[src/rtl/lector_memoria.sv]
// Burst reader for the 16-entry register file; optional checksum under LECTOR_CHECKSUM_EN.
// Latency: first word is valid one cycle after start is accepted, then one word per cycle.
// Backpressure: when dout_ready is low, dout, last and the pointer hold until the word is accepted.
module lector_memoria #(
    parameter int N = 16
) (
    input  logic            clk,
    input  logic            rst,
    input  logic [16*N-1:0] regs,
    input  logic            start,
    input  logic [3:0]      addr,
    input  logic [3:0]      len,
    output logic [N-1:0]    dout,
    output logic            dout_valid,
    input  logic            dout_ready,
    output logic            last,
    output logic            busy,
    output logic            done,
    output logic [N-1:0]    chk
);

    localparam logic [1:0] IDLE = 2'd0;
    localparam logic [1:0] SEND = 2'd1;
    localparam logic [1:0] DONE = 2'd2;

    logic [1:0]   state;
    logic [3:0]   ptr;
    logic [3:0]   rem;
    logic [3:0]   ptr_nxt;
    logic         accept;
    logic         beat;
    logic [N-1:0] word [16];

    genvar k;
    generate
        for (k = 0; k < 16; k++) begin : g_word
            assign word[k] = regs[k*N +: N];
        end
    endgenerate

    assign ptr_nxt = ptr + 4'd1;
    assign accept  = (state == IDLE) && start;
    assign beat    = (state == SEND) && dout_valid && dout_ready;

    always_ff @(posedge clk) begin
        if (!rst) begin
            state      <= IDLE;
            ptr        <= '0;
            rem        <= '0;
            dout       <= '0;
            dout_valid <= 1'b0;
            last       <= 1'b0;
            busy       <= 1'b0;
            done       <= 1'b0;
        end else begin
            case (state)
                IDLE: begin
                    done <= 1'b0;
                    if (start) begin
                        ptr        <= addr;
                        rem        <= len;
                        dout       <= word[addr];
                        dout_valid <= 1'b1;
                        last       <= (len == 4'd0);
                        busy       <= 1'b1;
                        state      <= SEND;
                    end
                end
                SEND: begin
                    if (beat) begin
                        if (rem != 4'd0) begin
                            // Next word is sampled now, so later register writes are not seen by it.
                            ptr  <= ptr_nxt;
                            rem  <= rem - 4'd1;
                            dout <= word[ptr_nxt];
                            last <= (rem == 4'd1);
                        end else begin
                            dout_valid <= 1'b0;
                            last       <= 1'b0;
                            done       <= 1'b1;
                            state      <= DONE;
                        end
                    end
                end
                DONE: begin
                    done  <= 1'b0;
                    busy  <= 1'b0;
                    state <= IDLE;
                end
                default: state <= IDLE;
            endcase
        end
    end

`ifdef LECTOR_CHECKSUM_EN
    always_ff @(posedge clk) begin
        if (!rst) begin
            chk <= '0;
        end else if (accept) begin
            chk <= '0;
        end else if (beat) begin
            chk <= chk + dout;
        end
    end
`else
    logic unused_ok;
    assign unused_ok = accept ^ beat;
    assign chk       = '0;
`endif

endmodule

[config.mk]
export PLATFORM = sky130hd
export DESIGN_NAME = lector_memoria
export DESIGN_NICKNAME = d
export VERILOG_FILES = /design/src/rtl/lector_memoria.sv
export SDC_FILE = /design/constraint.sdc
export NUM_CORES = 1
export LEC_CHECK = 0
export ABC_AREA = 1
export BUFFER_PORTS_ARGS = -buffer_cell sky130_fd_sc_hd__buf_2
export CAP_MARGIN = 30
export CELL_PAD_IN_SITES_DETAIL_PLACEMENT = 0
export CELL_PAD_IN_SITES_GLOBAL_PLACEMENT = 2
export CORE_UTILIZATION = 24
export CTS_CLUSTER_DIAMETER = 100
export CTS_CLUSTER_SIZE = 25
export DETAILED_ROUTE_END_ITERATION = 7
export HOLD_SLACK_MARGIN = 0.02
export PLACE_DENSITY_LB_ADDON = 0.1
export SYNTH_ARGS = -nofsm -noshare
export SYNTH_HDL_FRONTEND = slang
export SYNTH_SLANG_ARGS = --single-unit
[constraint.sdc]
create_clock -name clk -period 3.1 [get_ports clk]
set_input_delay 0.775 -clock clk [delete_from_list [all_inputs] [get_ports clk]]
set_output_delay 0.775 -clock clk [all_outputs]
set_load 0.02 [all_outputs]
### After elaboration in Yosys (flattened, before gate mapping)

Index checks and enable logic that the tools add are counted.

* register bits after elaboration: 30
* input bits: 268
* output and inout bits: 36
* word-level logic and storage cells: 70

* add/subtract/negate cells: 2
* $lt $le $gt $ge: 2
* equality and inequality tests: 7
* multiplexer cells: 34
* bitwise operators: 2
* reduce and logical (&&, ||, !) cells: 15

Operators by type and width (number)
* $bmux 16 s4: 2
* $mux 16: 7
* $pmux 16 s2: 1
* $mux 4: 6
* $pmux 4 s2: 2
* $ge 5x5->1 const B: 2
* $not 4->5: 2
* $reduce_and 3->1: 3
* $mux 1: 8
* $pmux 1 s2: 4
* $reduce_and 4->1: 2
* $mux 2: 3
* $ne 2x2->1 const B: 3
* $reduce_bool 2->1: 3
* $add 4x1->4 const B: 1
* $eq 4x1->1 const B: 1
* $logic_not 4->1: 1
* $pmux 2 s2: 1
* $reduce_bool 4->1: 1
* $sub 4x1->4 const B: 1
* $eq 2x1->1 const B: 1
* $eq 2x2->1 const B: 1
* $logic_and 1x1->1: 2
* $logic_not 2->1: 1
* other kinds (3): 3

### Depth between registers and ports, before layout

* depth in word-level cells: 8
* depth in mapped cells: 11
* depth with buffers taken out: 9

### Worst setup path after synthesis

Ideal clock, no wire load.

* kind: input -> register
* start: in addr[0]
* end: reg dout[0]
* library setup time: 0.132 ns
* arrival time: 1.739 ns
* slack: 1.229 ns
* cell stages on the path: 11
* buffers on the path: 3
* cell sequence: buf_4 -> inv_2 -> buf_6 -> buf_2 -> nand2_1 -> nand3_1 -> nand3_1 -> nand3_1 -> nand3_1 -> nand3_1 -> a21oi_1

* longest elaborated chain between the ends: 6

Ends and longest elaborated chain
* start, declared: RTL line 11 `input logic [3:0] addr,`
* $not 4->5 (implied by the code): RTL line 62 `dout <= word[addr];`
* $bmux 16 s4: RTL line 62
* $mux 16 (implied by the code) (2 in series): RTL line 62
* $mux 16: RTL line 59 `if (start) begin`
* $pmux 16 s2: RTL line 56 `case (state)`
* end signal, assigned: RTL line 62
* end signal, assigned: RTL line 75 `dout <= word[ptr_nxt];`
* end, declared: RTL line 13 `output logic [N-1:0] dout,`

No other way between the ends. The select of a mux whose other input is x is not followed.
A chain may end at the register's enable or synchronous reset.

### Final worst setup path

* start: reg ptr[0]
* end: reg dout[9]

* longest elaborated chain between the ends: 8

Ends and longest elaborated chain
* start, declared: RTL line 27 `logic [3:0] ptr;`
* start signal, assigned: RTL line 60 `ptr <= addr;`
* start signal, assigned: RTL line 73 `ptr <= ptr_nxt;`
* $add 4x1->4: RTL line 41 `assign ptr_nxt = ptr + 4'd1;`
* $not 4->5 (implied by the code): RTL line 75
* $bmux 16 s4: RTL line 75
* $mux 16 (implied by the code) (2 in series): RTL line 75
* $mux 16: RTL line 71 `if (rem != 4'd0) begin`
* $mux 16: RTL line 70 `if (beat) begin`
* $pmux 16 s2: RTL line 56

No other way between the ends. The select of a mux whose other input is x is not followed.

==> results.md <==
- DP Area: between 0.008 and 0.009 mm2
- WHS Path Cells: 2
- Routed vias: between 10,000 and 15,000
- Aggregate negative setup slack: 0 ns
- Final setup margin: 0.806 ns
- Final hold slack: between 0.4 and 0.5 ns
- Hold WC Path Type: register to register
- Data required, critical path: around 3.3 ns
- TritonCTS clock tree: built
- Final hold violations: 0
- Setup slack, reg-to-reg: between 0.8 and 0.9 ns
- Clock sink count: 30
- Floorplan die height: 176 um
- Run status: complete, no violations
- Simple-gate portion of the synthesized area: 61.4%
- Endpoint of the worst-slack reg-to-reg timing path: dout[9]
- Htree depth: 2
- PnR Total Power: 3.61 mW
- Largest family of logic cells by synthesized area: simple AND/OR/NAND/NOR gates
- CTS Buf Count: 5
- Filler cell count in the final layout: 3,569
- Launch instance of the worst register-to-register path: ptr[0]
- Number of library cell types mapped by synthesis: 30
- CP max FO: 66
- Synthesized flop and latch total: 30
- Global-route wire length before repair: 61,100 um
- WS Path Type: register to register
- Remaining global-route overflow: 0
- Mapped Cells: roughly 1,500
- Post-Layout Cell Count: 2,124
- Post-synthesis average cell area: between 4 and 5 um2
- # IOs: 304
- Static leakage: roughly 5.3 nW
- Count of routing violations after the opening detailed-route iteration: between 900 and 1,000
- Fmax achieved: around 440 MHz
- Buffer depth of the longest clock path: 2
- Part of the cycle the worst path needs: between 70% and 80%
- Area growth syn-to-layout: 25.1%
- # port buffers: ~290
- Wire length reported by the detailed router: 40,700 um
- Post-CTS Setup Inserts: 0
- Maximum VDD drop: roughly 0.27 mV
- Clock skew: ~0.0017 ns
- Initial antenna violation count: 0
- Synthesized-area fraction occupied by adder cells: less than 1%
- Arrival time worst endpoint: between 2 and 2.5 ns
- Die outline width: approximately 180 um
- XOR/XNOR share of the synthesized area: less than 1%
- Proportion of synthesized area in mux cells: 0%
- Async set or reset register ratio after synthesis: 0%
- Antenna Violating Nets Remaining: 0
- Site row count: 63
- GR Util All Layers: around 26%
- Clock latency at the later pin of the worst-skew pair: around 0.28 ns
- PD cells: ~400 mW/mm2
- Total non-filler cell area in the finished layout: between 0.009 and 0.01 mm2
- First-pass iteration count of the detailed router: 5
- Clock transition at the registers of the reported paths: ~0.050 ns
- Placement-stage worst setup slack: between 0.6 and 0.7 ns
- Gp weighted congestion: ~0.85
- Initial core utilization: between 20% and 30%
- Max_slew headroom: 35.3%
- Hold bufs inserted after CTS: 0
- Cts repair resizes: 0
- EDFF count, synth: 0
- Number of max-cap violations: 0
- Remaining DRCs: 0
- Number of placed instances, taps included: about 2,100
- Final Max Tran Viols: 0
- Synthesized area: slightly above 0.007 mm2
- Part of the Yosys area used for sequential elements: approximately 8.3%
- Pin slew with the least headroom to its limit: about 0.97 ns
- Count of warnings emitted by yosys: 0
- Final HPWL from detailed placement: around 30,000 um
- Worst R2R Path Depth: 9
- Share of cells above drive strength 1: about a fifth
- Leading register cell type out of synthesis: sky130_fd_sc_hd__dfxtp_1
- Critical path launch point type: register
- Hold_sp: done
- Setup violators final: 0
- Average wire per standard cell: 19.2 um
- Core area: ~0.030 mm2
- Diodes inserted: 0
- Tmin final: 2.29 ns
- Final nets: ~2,000
- Via count of the first global-routing pass: just under 10,000
- Die Outline Area: between 0.03 and 0.04 mm2
- Compound-gate portion of the synthesized area: under 10%
- Hold path endpoint: done
- Buffer cell driving the clock tree root: sky130_fd_sc_hd__clkbuf_16
- Detail-routed via count per cell: 4.94
- Setup crit end kind: register
- Largest net degree at the start of global routing: 81
- RSZ-0062 raised after global routing: no
- Layout Utilization: 30.6%
==> registers in the layout, summed over array words and instances (netlist names) <==
name	flops
last	1
ptr	4
dout_valid	1
dout	16
done	1
busy	1
rem	4
state	2
==> cell type report <==
type                            count  area, um2  share of cell area, %
Clock buffer                        8        166                   1.84
Sequential cell                    30        604                   6.67
Inverter                          273       1030                   11.4
Multi-Input combinational cell   1106       5010                   55.3
Timing Repair Buffer              317       1760                   19.5
Tap cell                          390        488                   5.38
==> per-layer routing <==
metal  wire (um)  track usage, %  up-vias  share of wire, %
met3        2740            3.16       24               6.7
met4         668            4.60        0               1.6
met1       19400            37.6     4872                48
li1            -               -     5161                 -
met2       17900            40.3      432                44
met5           0               0        -                 0
==> layout by cell type, fill, tap and decap left out, types with 3 or more instances in the layout <==
master                      synthesis  final
sky130_fd_sc_hd__clkbuf_8           0      3
sky130_fd_sc_hd__nand3_1          476    476
sky130_fd_sc_hd__nand2_1          527    527
sky130_fd_sc_hd__clkbuf_16          0      5
sky130_fd_sc_hd__inv_2             10      8
sky130_fd_sc_hd__buf_12             0      8
sky130_fd_sc_hd__dfxtp_1           30     29
sky130_fd_sc_hd__buf_4             29     23
sky130_fd_sc_hd__ha_1               4      3
sky130_fd_sc_hd__a31oi_1            6      6
sky130_fd_sc_hd__conb_1             1     16
sky130_fd_sc_hd__buf_2             51    286
sky130_fd_sc_hd__o21ai_0           15     15
sky130_fd_sc_hd__nor2_1             6      6
sky130_fd_sc_hd__inv_1            262    262
sky130_fd_sc_hd__nor3_1             3      3
sky130_fd_sc_hd__a21oi_1           23     23
sky130_fd_sc_hd__o211ai_1          16     16
sky130_fd_sc_hd__a211oi_1           3      3
==> synth_stat cells, types with 4 or more instances <==
| library cell | number | share of area (%) |
|---|---|---|
| sky130_fd_sc_hd__a31oi_1 | 6 | 0.52 |
| sky130_fd_sc_hd__nand2_1 | 527 | 27 |
| sky130_fd_sc_hd__o21ai_0 | 15 | 1.0 |
| sky130_fd_sc_hd__a21oi_1 | 23 | 1.6 |
| sky130_fd_sc_hd__buf_2 | 51 | 3.5 |
| sky130_fd_sc_hd__dfxtp_1 | 30 | 8.3 |
| sky130_fd_sc_hd__inv_2 | 10 | 0.52 |
| sky130_fd_sc_hd__buf_1 | 12 | 0.62 |
| sky130_fd_sc_hd__ha_1 | 4 | 0.69 |
| sky130_fd_sc_hd__clkbuf_1 | 31 | 1.6 |
| sky130_fd_sc_hd__nor2_1 | 6 | 0.31 |
| sky130_fd_sc_hd__buf_6 | 4 | 0.62 |
| sky130_fd_sc_hd__buf_4 | 29 | 3.0 |
| sky130_fd_sc_hd__inv_1 | 262 | 14 |
| sky130_fd_sc_hd__nand3_1 | 476 | 33 |
| sky130_fd_sc_hd__o211ai_1 | 16 | 1.7 |
==> logic make-up after synthesis <==
group,count (synthesis)
AO/OA/AOI/OAI,66
adder cells (fa/ha/maj),4
other,1
XOR/XNOR,3
AND/OR/NAND/NOR,1017
flip-flops,30
buffers and inverters,400
==> worst max path at each step <==
stage | from | slack [ns] | cells past startpoint | end
after floorplan | addr[0] | 1.23 | 11 | dout[0]
after global placement | addr[0] | 0.65 | 9 | dout[11]
after detailed placement | addr[0] | 0.65 | 9 | dout[11]
after CTS | ptr[0] | 0.81 | 9 | dout[9]
after global routing | ptr[0] | 0.68 | 9 | dout[9]
final | ptr[0] | 0.81 | 9 | dout[9]
==> worst max-delay path, cell delays in order, from the launching register on <==
cell	delay, ns
sky130_fd_sc_hd__dfxtp_4	0.36
sky130_fd_sc_hd__buf_4	0.57
sky130_fd_sc_hd__nand3_2	0.18
sky130_fd_sc_hd__xor2_2	0.18
sky130_fd_sc_hd__buf_4	0.22
sky130_fd_sc_hd__inv_4	0.20
sky130_fd_sc_hd__nand3_1	0.12
sky130_fd_sc_hd__nand3_1	0.09
sky130_fd_sc_hd__nand3_1	0.09
sky130_fd_sc_hd__a21oi_1	0.16
==> report_power, final <==
group	total (mW)	switching (mW)	leakage (nW)	internal, mW
sequential	0.519	0.0719	0.248	0.447
combinational	2.54	1.73	5.01	0.802
clock	0.551	0.187	0.0832	0.364
total	3.61	1.99	5.34	1.61
Power figures use the tool's default switching activity.
